File: src/rtl/multiplier_if.sv
// Micro-op encoding plus the decode->multiplier (d_x_if) and multiplier->writeback
// (x_w_if) valid/ready interfaces.
package multiplier_pkg;
    localparam int unsigned XLEN       = 32;
    localparam int unsigned REG_ADDR_W = 5;

    typedef enum logic [3:0] {
        OP_NOP,
        OP_ADD,
        OP_SUB,
        OP_AND,
        OP_OR,
        OP_XOR,
        OP_SLL,
        OP_SRL,
        OP_SRA,
        OP_SLT,
        OP_MUL,
        OP_MULH,
        OP_MULHSU,
        OP_MULHU
    } rv_uop;
endpackage

interface d_x_if #(parameter int unsigned p_seq_num_bits = 5);
    logic                                    val;
    logic                                    rdy;
    logic [multiplier_pkg::XLEN-1:0]         pc;
    logic [p_seq_num_bits-1:0]               seq_num;
    logic [multiplier_pkg::XLEN-1:0]         op1;
    logic [multiplier_pkg::XLEN-1:0]         op2;
    logic [multiplier_pkg::REG_ADDR_W-1:0]   waddr;
    multiplier_pkg::rv_uop                   uop;

    modport master (output val, pc, seq_num, op1, op2, waddr, uop, input rdy);
    modport slave  (input val, pc, seq_num, op1, op2, waddr, uop, output rdy);
endinterface

interface x_w_if #(parameter int unsigned p_seq_num_bits = 5);
    logic                                    val;
    logic                                    rdy;
    logic [multiplier_pkg::XLEN-1:0]         pc;
    logic [p_seq_num_bits-1:0]               seq_num;
    logic [multiplier_pkg::REG_ADDR_W-1:0]   waddr;
    logic [multiplier_pkg::XLEN-1:0]         wdata;
    logic                                    wen;

    modport master (output val, pc, seq_num, waddr, wdata, wen, input rdy);
    modport slave  (input val, pc, seq_num, waddr, wdata, wen, output rdy);
endinterface

File: src/rtl/multiplier.sv
// Single-stage pipelined integer multiplier with one output register and valid/ready flow.
// Define MULTIPLIER_MULH_EN to add OP_MULH / OP_MULHSU / OP_MULHU (high-word products).
module multiplier
    import multiplier_pkg::*;
#(
    parameter int unsigned p_seq_num_bits = 5
) (
    input  logic  clk,
    input  logic  rst,
    d_x_if.slave  D,
    x_w_if.master W
);

    localparam int unsigned TRACE_W = 33;

    typedef struct packed {
        logic [XLEN-1:0]           pc;
        logic [p_seq_num_bits-1:0] seq_num;
        logic [REG_ADDR_W-1:0]     waddr;
        logic [XLEN-1:0]           wdata;
        logic                      wen;
    } w_msg_t;

    logic            out_valid;
    w_msg_t          out_q;
    w_msg_t          msg_c;
    logic            d_xfer_c;
    logic            w_xfer_c;
    logic [XLEN-1:0] wdata_c;
    logic            wen_c;

    // Accept whenever the register is empty or is being drained this cycle.
    assign D.rdy    = !out_valid || W.rdy;
    assign d_xfer_c = D.val && D.rdy;
    assign w_xfer_c = out_valid && W.rdy;

`ifdef MULTIPLIER_MULH_EN
    logic [2*XLEN-1:0] op1_ext_c;
    logic [2*XLEN-1:0] op2_ext_c;
    logic [2*XLEN-1:0] prod_c;

    // Extend each operand to 64 bits by signedness; the low 64 bits of the product
    // are then exact for every signedness combination, and its low word serves OP_MUL.
    always_comb begin
        op1_ext_c = {{XLEN{D.op1[XLEN-1]}}, D.op1};
        op2_ext_c = {{XLEN{D.op2[XLEN-1]}}, D.op2};
        case (D.uop)
            OP_MULHSU: op2_ext_c = {XLEN'(0), D.op2};
            OP_MULHU: begin
                op1_ext_c = {XLEN'(0), D.op1};
                op2_ext_c = {XLEN'(0), D.op2};
            end
            default: ;
        endcase
    end

    assign prod_c = op1_ext_c * op2_ext_c;

    always_comb begin
        wdata_c = '0;
        wen_c   = 1'b0;
        case (D.uop)
            OP_MUL: begin
                wdata_c = prod_c[XLEN-1:0];
                wen_c   = 1'b1;
            end
            OP_MULH, OP_MULHSU, OP_MULHU: begin
                wdata_c = prod_c[2*XLEN-1:XLEN];
                wen_c   = 1'b1;
            end
            default: ;
        endcase
    end
`else
    logic [XLEN-1:0] prod_c;

    // Low word of the product is independent of operand signedness.
    assign prod_c = D.op1 * D.op2;

    always_comb begin
        wdata_c = '0;
        wen_c   = 1'b0;
        case (D.uop)
            OP_MUL: begin
                wdata_c = prod_c;
                wen_c   = 1'b1;
            end
            default: ;
        endcase
    end
`endif

    always_comb begin
        msg_c         = '0;
        msg_c.pc      = D.pc;
        msg_c.seq_num = D.seq_num;
        msg_c.waddr   = D.waddr;
        msg_c.wdata   = wdata_c;
        msg_c.wen     = wen_c;
    end

    // Output register: a new accept overwrites (and keeps valid), a lone drain clears valid.
    always_ff @(posedge clk or posedge rst) begin
        if (rst) begin
            out_valid <= 1'b0;
            out_q     <= '0;
        end else if (d_xfer_c) begin
            out_valid <= 1'b1;
            out_q     <= msg_c;
        end else if (w_xfer_c) begin
            out_valid <= 1'b0;
        end
    end

    assign W.val     = out_valid;
    assign W.pc      = out_q.pc;
    assign W.seq_num = out_q.seq_num;
    assign W.waddr   = out_q.waddr;
    assign W.wdata   = out_q.wdata;
    assign W.wen     = out_q.wen;

    // Fixed-width text of the message being accepted this cycle, blanks when idle.
    function automatic string trace();
        string s;
        if (D.val && D.rdy) begin
            s = $sformatf("%h|%h|%h|%h|%h", D.pc, 12'(D.seq_num), 8'(D.waddr), D.op1, D.op2);
        end else begin
            s = "";
            for (int i = 0; i < TRACE_W; i++) s = {s, " "};
        end
        return s;
    endfunction

endmodule

File: src/flat_wrapper.sv
// flat-port wrapper written by rule: the top's interface ports become plain ports
module multiplier_flat import multiplier_pkg::*;
#(
    parameter int unsigned p_seq_num_bits = 5
)
  (clk, rst, D_val, D_pc, D_seq_num, D_op1, D_op2, D_waddr, D_uop, D_rdy, W_val, W_pc, W_seq_num, W_waddr, W_wdata, W_wen, W_rdy);
  d_x_if #(.p_seq_num_bits(p_seq_num_bits)) D_i ();
  x_w_if #(.p_seq_num_bits(p_seq_num_bits)) W_i ();
  input  logic clk;
  input  logic rst;
  input wire logic [$bits(D_i.val)-1:0] D_val;
  input wire logic [$bits(D_i.pc)-1:0] D_pc;
  input wire logic [$bits(D_i.seq_num)-1:0] D_seq_num;
  input wire logic [$bits(D_i.op1)-1:0] D_op1;
  input wire logic [$bits(D_i.op2)-1:0] D_op2;
  input wire logic [$bits(D_i.waddr)-1:0] D_waddr;
  input wire logic [$bits(D_i.uop)-1:0] D_uop;
  output wire logic [$bits(D_i.rdy)-1:0] D_rdy;
  output wire logic [$bits(W_i.val)-1:0] W_val;
  output wire logic [$bits(W_i.pc)-1:0] W_pc;
  output wire logic [$bits(W_i.seq_num)-1:0] W_seq_num;
  output wire logic [$bits(W_i.waddr)-1:0] W_waddr;
  output wire logic [$bits(W_i.wdata)-1:0] W_wdata;
  output wire logic [$bits(W_i.wen)-1:0] W_wen;
  input wire logic [$bits(W_i.rdy)-1:0] W_rdy;
  assign D_i.val = D_val;
  assign D_i.pc = D_pc;
  assign D_i.seq_num = D_seq_num;
  assign D_i.op1 = D_op1;
  assign D_i.op2 = D_op2;
  assign D_i.waddr = D_waddr;
  assign D_i.uop = D_uop;
  assign D_rdy = D_i.rdy;
  assign W_val = W_i.val;
  assign W_pc = W_i.pc;
  assign W_seq_num = W_i.seq_num;
  assign W_waddr = W_i.waddr;
  assign W_wdata = W_i.wdata;
  assign W_wen = W_i.wen;
  assign W_i.rdy = W_rdy;
  multiplier #(.p_seq_num_bits(p_seq_num_bits)) u_core (.clk(clk), .rst(rst), .D(D_i), .W(W_i));
endmodule
File: config.mk
export PLATFORM = sky130hd
export DESIGN_NAME = multiplier_flat
export DESIGN_NICKNAME = d
export VERILOG_FILES = /design/src/rtl/multiplier_if.sv /design/src/rtl/multiplier.sv /design/src/flat_wrapper.sv
export SDC_FILE = /design/constraint.sdc
export NUM_CORES = 1
export LEC_CHECK = 0
export BUFFER_PORTS_ARGS = -buffer_cell sky130_fd_sc_hd__buf_2
export CAP_MARGIN = 30
export CORE_MARGIN = 4
export CORE_UTILIZATION = 51
export CTS_BUF_LIST = sky130_fd_sc_hd__clkbuf_8
export DETAILED_ROUTE_END_ITERATION = 10
export PLACE_DENSITY = 0.73
export SETUP_SLACK_MARGIN = 0.4
export SLEW_MARGIN = 20
export SYNTH_ARGS = -nofsm -noshare
export SYNTH_HDL_FRONTEND = slang
export SYNTH_SLANG_ARGS = --single-unit
File: constraint.sdc
create_clock -name clk -period 3.1 [get_ports clk]
set_input_delay 0.93 -clock clk [delete_from_list [all_inputs] [get_ports clk]]
set_output_delay 0.93 -clock clk [all_outputs]
set_load 0.05 [all_outputs]
# Word-level counts from Yosys, hierarchy flattened

Cells that the tools add are included.

Flip-flop bits (word level): 76
Latch bits: 0
Memory bits (writable): 0
Memory bits (read-only): 0
Output and inout bits: 77
Word-level logic and storage cells: 17
Memories: 0

$add $sub $neg: 0
Multipliers: 1
Divide/modulo/power cells: 0
Magnitude comparators: 0
Equal/unequal tests: 1
Shift-type cells: 0
Multiplexer cells: 4
Bitwise logic cells: 0
Reductions and logical operators: 5

Operator list:

| kind                 | number |
|---|---|
| $mul A32 B32 Y32     | 1 |
| $mux W32             | 1 |
| $eq A4 B4 Y1 const B | 1 |
| $mux W1              | 3 |
| $logic_and A1 B1 Y1  | 2 |
| $reduce_bool A2 Y1   | 1 |
| $logic_not A1 Y1     | 1 |
| $logic_or A1 B1 Y1   | 1 |

# Longest topological paths before layout

Gate-level depths: netlist (run 1).

Word-level depth: 4
Depth in mapped cells: 27
Depth with buffers taken out: 25

# Worst setup path after synthesis (run 1)

OpenSTA, ideal clock, no wires.

Path kind: input port to flip-flop
Start: input D_op1[12]
End: register u_core.out_q, in the netlist u_core.W.wdata[28]
Setup time: 126 ps
Arrival time: 7,243 ps
Path slack: -4,269 ps
Stages: 23
Path through: clkbuf_1 > clkbuf_1 > and2_1 > fa_1 > fa_1 > fa_1 > inv_1 > fa_1 > inv_1 > fa_1 > inv_1 > fa_1 > inv_1 > fa_1 > fa_1 > ha_1 > and3_1 > nand2_1 > a211o_2 > a311oi_2 > nand3_1 > a41o_1 > a221o_1

Cells in the longest elaborated chain, start to end: 2

RTL lines:

| item                 | RTL line           | RTL |
|---|---|---|
| start, declared      | flat_wrapper.sv:14 | `input wire logic [$bits(D_i.op1)-1:0] D_op1;` |
| $mul A32 B32 Y32     | multiplier.sv:78   | `assign prod_c = D.op1 * D.op2;` |
| $mux W32             | multiplier.sv:83   | `case (D.uop)` |
| end signal, assigned | multiplier.sv:109  | `out_q <= msg_c;` |
| end, declared        | multiplier.sv:25   | `w_msg_t out_q;` |

Every way passes these cells.
A chain may end at the register's enable or synchronous reset.

# Worst setup path in the final report (run 1)

Start: input D_op1[9]
End: register u_core.out_q, in the netlist u_core.W.wdata[28]

The elaborated chain is that of the path after synthesis.

==> results of run 1 <==
area by class of cell:
cell class / count / area share
flip-flops and latches: 76 / 0.08207
diodes: 4 / 0.0004319
repair buffers: 434 / 0.1425
inverters: 384 / 0.06247
clock buffers: 9 / 0.005345
multi-input cells: 1378 / 0.6788
well taps: 461 / 0.02489
clock inverters: 7 / 0.003456
metal layers:
layer  wire length [µm]  track usage
met5                  7            0
met4               2085      0.08865
met3               3557      0.04319
met2              28390       0.5163
met1              20400       0.3509
state kept, by name (all words and copies together) (netlist names):
name,flops
u_core.W.pc,32
u_core.W.wdata,32
u_core.W.seq_num,5
u_core.W.waddr,5
u_core.W.val,1
u_core.W.wen,1
worst max-delay path by stage:
| stage | from | to | slack [ns] | cells past startpoint |
|---|---|---|---|---|
| 6_report | D_op1[9] | u_core.W.wdata[28] | -3.93 | 23 |
| 5_1_grt | D_op2[2] | u_core.W.wdata[30] | -4.05 | 25 |
| 4_1_cts | D_op2[6] | u_core.W.wdata[28] | -3.83 | 22 |
| 3_5_place_dp | D_op2[5] | u_core.W.wdata[28] | -4.47 | 22 |
| 3_3_place_gp | D_op2[2] | u_core.W.wdata[30] | -4.40 | 23 |
| 2_1_floorplan | D_op1[12] | u_core.W.wdata[28] | -4.07 | 23 |
worst min-delay path, stage by stage (launching register included):
cell                      delay, ns
sky130_fd_sc_hd__dfrtp_1       0.35
sky130_fd_sc_hd__nand2_1       0.05
sky130_fd_sc_hd__o21ai_1       0.06
cells in the final DEF (no fill, tap or decap), drive strengths merged, types with 6 or more instances in the layout:
cell,Yosys,layout
fa,408,408
nand2b,12,12
a21oi,24,24
ha,123,123
nand2,260,260
and2,311,311
o21ai,37,37
mux2,42,42
xor2,22,22
a21o,6,6
buf,3,433
dfrtp,76,76
inv,384,387
xnor2,61,61
clkbuf,93,10
nor2,14,14
what timing repair did:
action                     4_1_cts  5_1_grt
setup endpoints to repair       29       29
pin swaps                       86       45
setup buffers                   18       10
hold buffers                     0        0
gates resized for setup        151       65
logic make-up after synthesis:
family          share of synthesized area
fa+ha+maj                          0.5248
buf+inv                           0.09742
xor+xnor                          0.03930
simple gates                       0.1716
mux                               0.02557
compound gates                    0.03849
flops                              0.1028
per-stage QoR:
step / util / TNS [ns] / instances / hold WS (ns)
finish: 0.6499 / -86.69 / 2753 / 0.4849
detailed placement: 0.6131 / -100.79 / 2705 / 0.4647
floorplan: - / -83.34 / 1934 / 0.7447
global placement: 0.6131 / -98.47 / 2705 / 0.4577
global route: 0.6497 / -90.48 / 2750 / 0.5099
CTS: 0.6395 / -84.37 / 2739 / 0.4909
==> flow_metrics.tcl, run 1 <==
set metrics [dict create \
    total_grt_overflow 0 \
    setup.worst_path.end_class "flop" \
    postSynthNetCount 2579 \
    die_h_um 198.4 \
    failing_checks "negative setup slack" \
    hold_viol_final 0 \
    gp_routability_congestion 0.9407 \
    async_flop_share 1.000 \
    layout.cell_area.non_filler_um2 23170 \
    final_critical_path_setup_slack_ns -3.932 \
    rows 69 \
    postPlaceCellArea_um2 21860 \
    ys_top_cells_by_count "408 x sky130_fd_sc_hd__fa_1, 384 x sky130_fd_sc_hd__inv_1, 311 x sky130_fd_sc_hd__and2_1, 260 x sky130_fd_sc_hd__nand2_1, 123 x sky130_fd_sc_hd__ha_1" \
    fp.dieW_um 198.4 \
    worstPathArrival_ns 7.29 \
    postSynth.topFlopCell "sky130_fd_sc_hd__dfrtp_1" \
    reg_to_reg_endpoint "u_core.W.wdata[28]" \
    final_layout_size_suffix_gt1_frac 0.2837 \
    nNetsFinal 2928 \
    post_synth_instance_area_um2 18500 \
    ports 191 \
    setup.worst_path.start_class "input pin" \
    cpLargestDelayFamily "adder cells" \
    post_drt_wl_per_cell_um 19.77 \
    grt_antenna_before_repair 4 \
    portBuffers 190 \
    netlist_top_cells_area "sky130_fd_sc_hd__fa_1 44%, sky130_fd_sc_hd__and2_1 11%, sky130_fd_sc_hd__dfrtp_1 10%" \
    fp.coreArea_um2 35660 \
    achievable-frequency_ghz 0.1422 \
    cts_tree "yes" \
    critical_path.reg2reg.startpoint "u_core.W.val" \
    via_per_inst 5.250 \
    critical_path.cell_chain "buf_4 -> buf_4 -> and2_1 -> fa_1 -> inv_1 -> fa_1 -> fa_1 -> fa_1 -> inv_1 -> ha_4 -> ha_4 -> fa_1 -> fa_1 -> ha_4 -> a21o_1 -> a21oi_1 -> nor2b_2 -> a311oi_4 -> a211o_4 -> a311oi_4 -> nand3_1 -> a41o_1 -> a221o_1" \
    die_area_um2 39380 \
    drc 0 \
    yosys_warnings 0 \
    timing_max_transition_violations_final 0 \
    timing.clock.skew_ns 0.01517 \
    worst_slew_pin_slew_ns 0.8632 \
    clkTransAtPathRegs_ns 0.10 \
    synthDominantAreaCellType "sky130_fd_sc_hd__fa_1" \
    drt_pass1_iterations 6 \
    area_delta_synth_final_pct 25.29 \
    post-route-period-util 2.268 \
    timing.max_slew.rel_slack 0.4245 \
    post_dp_hpwl_um 45330 \
    netlist.area_leader.share 0.4416 \
    timing.reg2reg.worst_path_depth 6 \
    setup_repair_after_global_routing_missed_its_margin "true" \
    crit_type "input pin to flop" \
    run_status "complete, but fails checks" \
    timing.hold.worst_endpoint "u_core.W.wdata[13]" \
    clkSinkCount 76 \
    final-setup-viol-count 29 \
    htreeDepth 3 \
    worst_hold_path.num_cells 2 \
    cap_violations 0 \
    timing.critical_path.buf_inv 4 \
    routed_wl_um 54440 \
    postSynthCellCount 1934 \
    first_pass_grt_wire_length_um 87170 \
    cts_inserted_buffers 9 \
    yosysUniqueCellTypes 49 \
    cts.path.max_buffers 2 \
    post-synth-top-count-cell "sky130_fd_sc_hd__fa_1" \
    cp_slowest_stage_delay_ns 0.56 \
    finalWorstPathRequiredPeriod_ns 7.032 \
    syn-mean-instance-area_um2 9.563 \
    first_global_vias 16380 \
    critical_path.max_fanout 7 \
    gr-usage-all-layers 0.2843 \
    initial_core_utilization 0.5187 \
    dpl_worst_slack_ns -4.472 \
    sequential_area_share_after_synthesis 0.1028 \
    clock_latency_ns 0.37 \
    crit_top_cell "sky130_fd_sc_hd__fa_1" \
    yosys_register_bits 76 \
    cts_root_buf "sky130_fd_sc_hd__clkbuf_8" \
    pin_count_of_the_biggest_net_entering_global_routing 77 \
    dr_total_vias 14450 \
    ff2ff_setup_slack_ns 1.06 \
    worst_ep_required_time_ns 3.36 \
    drt_first_iter_violations 837 \
    fillers 2781 \
    timing.critical_path.slowest_stage_cell "sky130_fd_sc_hd__fa_1" \
    antenna_violating_nets_post_route 0 \
    min_from "u_core.W.wdata[13]" \
    synth_edf_count 0 \
    area_taken_by_multi_input_logic_gates_um2 15730 \
    worstHoldPathType "flop to flop" \
    layout.area.seq_um2 1902 \
]
Power of run 1 is not shown: default switching activity piles up to over one toggle a cycle in this logic, so the estimate is an artifact.
==> inputs of run 2 (changes only) <==
==> constraint.sdc (replaced) <==
create_clock -name clk -period 3.1 [get_ports clk]
set_input_delay 0.62 -clock clk [delete_from_list [all_inputs] [get_ports clk]]
set_output_delay 0.62 -clock clk [all_outputs]
set_load 0.05 [all_outputs]
==> run 2 against run 1 <==
The run still ends with negative setup slack left. Setup slack better by 0.35 ns. Final cell count is 1.0% higher. Via count increased by 1.9%. Die area did not move. Sequential share of layout area is 0.18 points lower. Hold slack got worse by 0.29 ns. First-iteration DRC count rose by 3.6%. Critical path type unchanged. Highest routed layer unchanged.
==> flow_metrics.tcl, run 2 (same netlist as run 1, synthesis figures left out) <==
set metrics [dict create \
    drc 0 \
    pin_count_of_the_biggest_net_entering_global_routing 74 \
    die_h_um 198.4 \
    cp_slowest_stage_delay_ns 0.57 \
    clkTransAtPathRegs_ns 0.09 \
    via_per_inst 5.298 \
    total_grt_overflow 0 \
    initial_core_utilization 0.5187 \
    post_drt_wl_per_cell_um 20.47 \
    post-route-period-util 2.154 \
    timing.critical_path.buf_inv 7 \
    htreeDepth 3 \
    failing_checks "negative setup slack" \
    timing.critical_path.slowest_stage_cell "sky130_fd_sc_hd__fa_2" \
    timing.critical_path.depth 25 \
    setup_repair_after_global_routing_missed_its_margin "true" \
    worst_hold_slack_ns 0.1921 \
    reg_to_reg_endpoint "u_core.W.wdata[18]" \
    cts.path.max_buffers 2 \
    die_area_um2 39380 \
    cap_violations 0 \
    numPlacedInstances 2705 \
    portBuffers 190 \
    instances_no_fill 2781 \
    rows 69 \
    routed_wl_um 56920 \
    cpLargestDelayFamily "adder cells" \
    timing.clock.skew_ns 0.009264 \
    postCtsHoldBufs 0 \
    ff2ff_setup_slack_ns 1.07 \
    antenna_violating_nets_post_route 0 \
    cts_root_buf "sky130_fd_sc_hd__clkbuf_8" \
    mostFrequentLayoutCell "sky130_fd_sc_hd__fa_1" \
    most_frequent_cells_in_the_layout "389 x sky130_fd_sc_hd__fa_1, 358 x sky130_fd_sc_hd__inv_1, 278 x sky130_fd_sc_hd__and2_1" \
    area_delta_synth_final_pct 28.18 \
    clkSinkCount 76 \
    final_critical_path_setup_slack_ns -3.578 \
    first_global_vias 16160 \
    setup.worst_path.end_class "flop" \
    finalSetupTns_ns -78.86 \
    worstPathArrival_ns 6.93 \
    gp_routability_congestion 0.9285 \
    post_dp_hpwl_um 45470 \
    final_layout_size_suffix_gt1_frac 0.3065 \
    crit_top_cell "sky130_fd_sc_hd__fa_1" \
    layout.area.seq_um2 1902 \
    ports 191 \
    grt_antenna_before_repair 2 \
    post-route-util 0.6649 \
    finalWorstPathRequiredPeriod_ns 6.678 \
    setup.worst_path.start_class "input pin" \
    area_taken_by_multi_input_logic_gates_um2 15830 \
    worst_setup_path_endpoint "u_core.W.wdata[22]" \
    antenna_cells 0 \
    gr-usage-all-layers 0.2871 \
    hold_viol_final 0 \
    crit_path_start "D_op2[2]" \
    fp.coreArea_um2 35660 \
    run_status "complete, but fails checks" \
    timing.reg2reg.worst_path_depth 5 \
    worst_ep_required_time_ns 3.35 \
    achievable-frequency_ghz 0.1498 \
    worst_slew_pin_slew_ns 0.8507 \
    drt_first_iter_violations 867 \
    final-setup-viol-count 28 \
    cts_inserted_buffers 9 \
    timing_max_transition_violations_final 0 \
    cts_tree "yes" \
    clock_latency_ns 0.38 \
    drt_pass1_iterations 5 \
    fillers 2681 \
    critical_path.max_fanout 8 \
    first_pass_grt_wire_length_um 86960 \
    nNetsFinal 2960 \
    fp.dieW_um 198.4 \
    worstHoldPathType "input pin to asynchronous set/reset pin" \
    dr_total_vias 14730 \
    timing.max_slew.rel_slack 0.4329 \
    critical_path.reg2reg.startpoint "u_core.W.val" \
    crit_type "input pin to flop" \
]
run 2: cell types whose count changed in the layout (fill, tap and decap cells not counted), sizes merged:
| cell | delta |
|---|---|
| clkinvlp | -1 |
| inv | +1 |
| diode | -4 |
| clkbuf | -1 |
| buf | +33 |
run 2: timing repair:
item,4_1_cts,5_1_grt
gates cloned,3,0
setup buffers,34,22
gates resized for setup,197,104
setup endpoints to repair,29,29
pin swaps,112,113
run 2: worst reg2reg max path: cells and delay by family, from the launching register on:
kind	cells	cell delay, ns
and+or+nand+nor	3	0.98
buffers and inverters	1	0.32
AOI/OAI and AO/OA	1	0.25
DFF	1	0.40
run 2: final cells by class:
type | count | share of cell area
clock inverters | 7 | 0.003747
multi-input cells | 1378 | 0.6678
clock buffers | 9 | 0.005225
inverters | 384 | 0.06101
flip-flops and latches | 76 | 0.08022
well taps | 461 | 0.02433
repair buffers | 466 | 0.1577
run 2: worst min-delay path by stage:
| stage | from | endpoint | slack, ns | cells after the start |
|---|---|---|---|---|
| floorplan | D_val | u_core.W.val | 0.73 | 1 |
| global placement | u_core.W.wdata[23] | u_core.W.wdata[23] | 0.46 | 2 |
| detailed placement | u_core.W.wdata[23] | u_core.W.wdata[23] | 0.47 | 2 |
| CTS | rst | u_core.W.pc[9] | 0.44 | 2 |
| global route | rst | u_core.W.waddr[2] | 0.18 | 2 |
| finish | rst | u_core.W.seq_num[3] | 0.19 | 2 |
run 2: stage by stage:
| step | area (µm²) | setup slack [ns] |
|---|---|---|
| 3_3_place_gp | 21780 | -4.044 |
| 3_5_place_dp | 21780 | -4.106 |
| 4_1_cts | 23070 | -3.496 |
| 2_1_floorplan | 19070 | -3.755 |
| 6_report | 23710 | -3.578 |
| 5_1_grt | 23710 | -3.679 |
run 2: routing by layer:
layer  vias up  global-route usage  routed length [µm]  share of wire
met3       175             0.03862                3432          0.060
met5         -                   0                   8        0.00014
met1      7518              0.3566               20930           0.37
met2       583              0.5006               29320           0.52
li1       6455                   -                   -              -
met4         2              0.1335                3232          0.057
Power of run 2 is left out for the same reason.
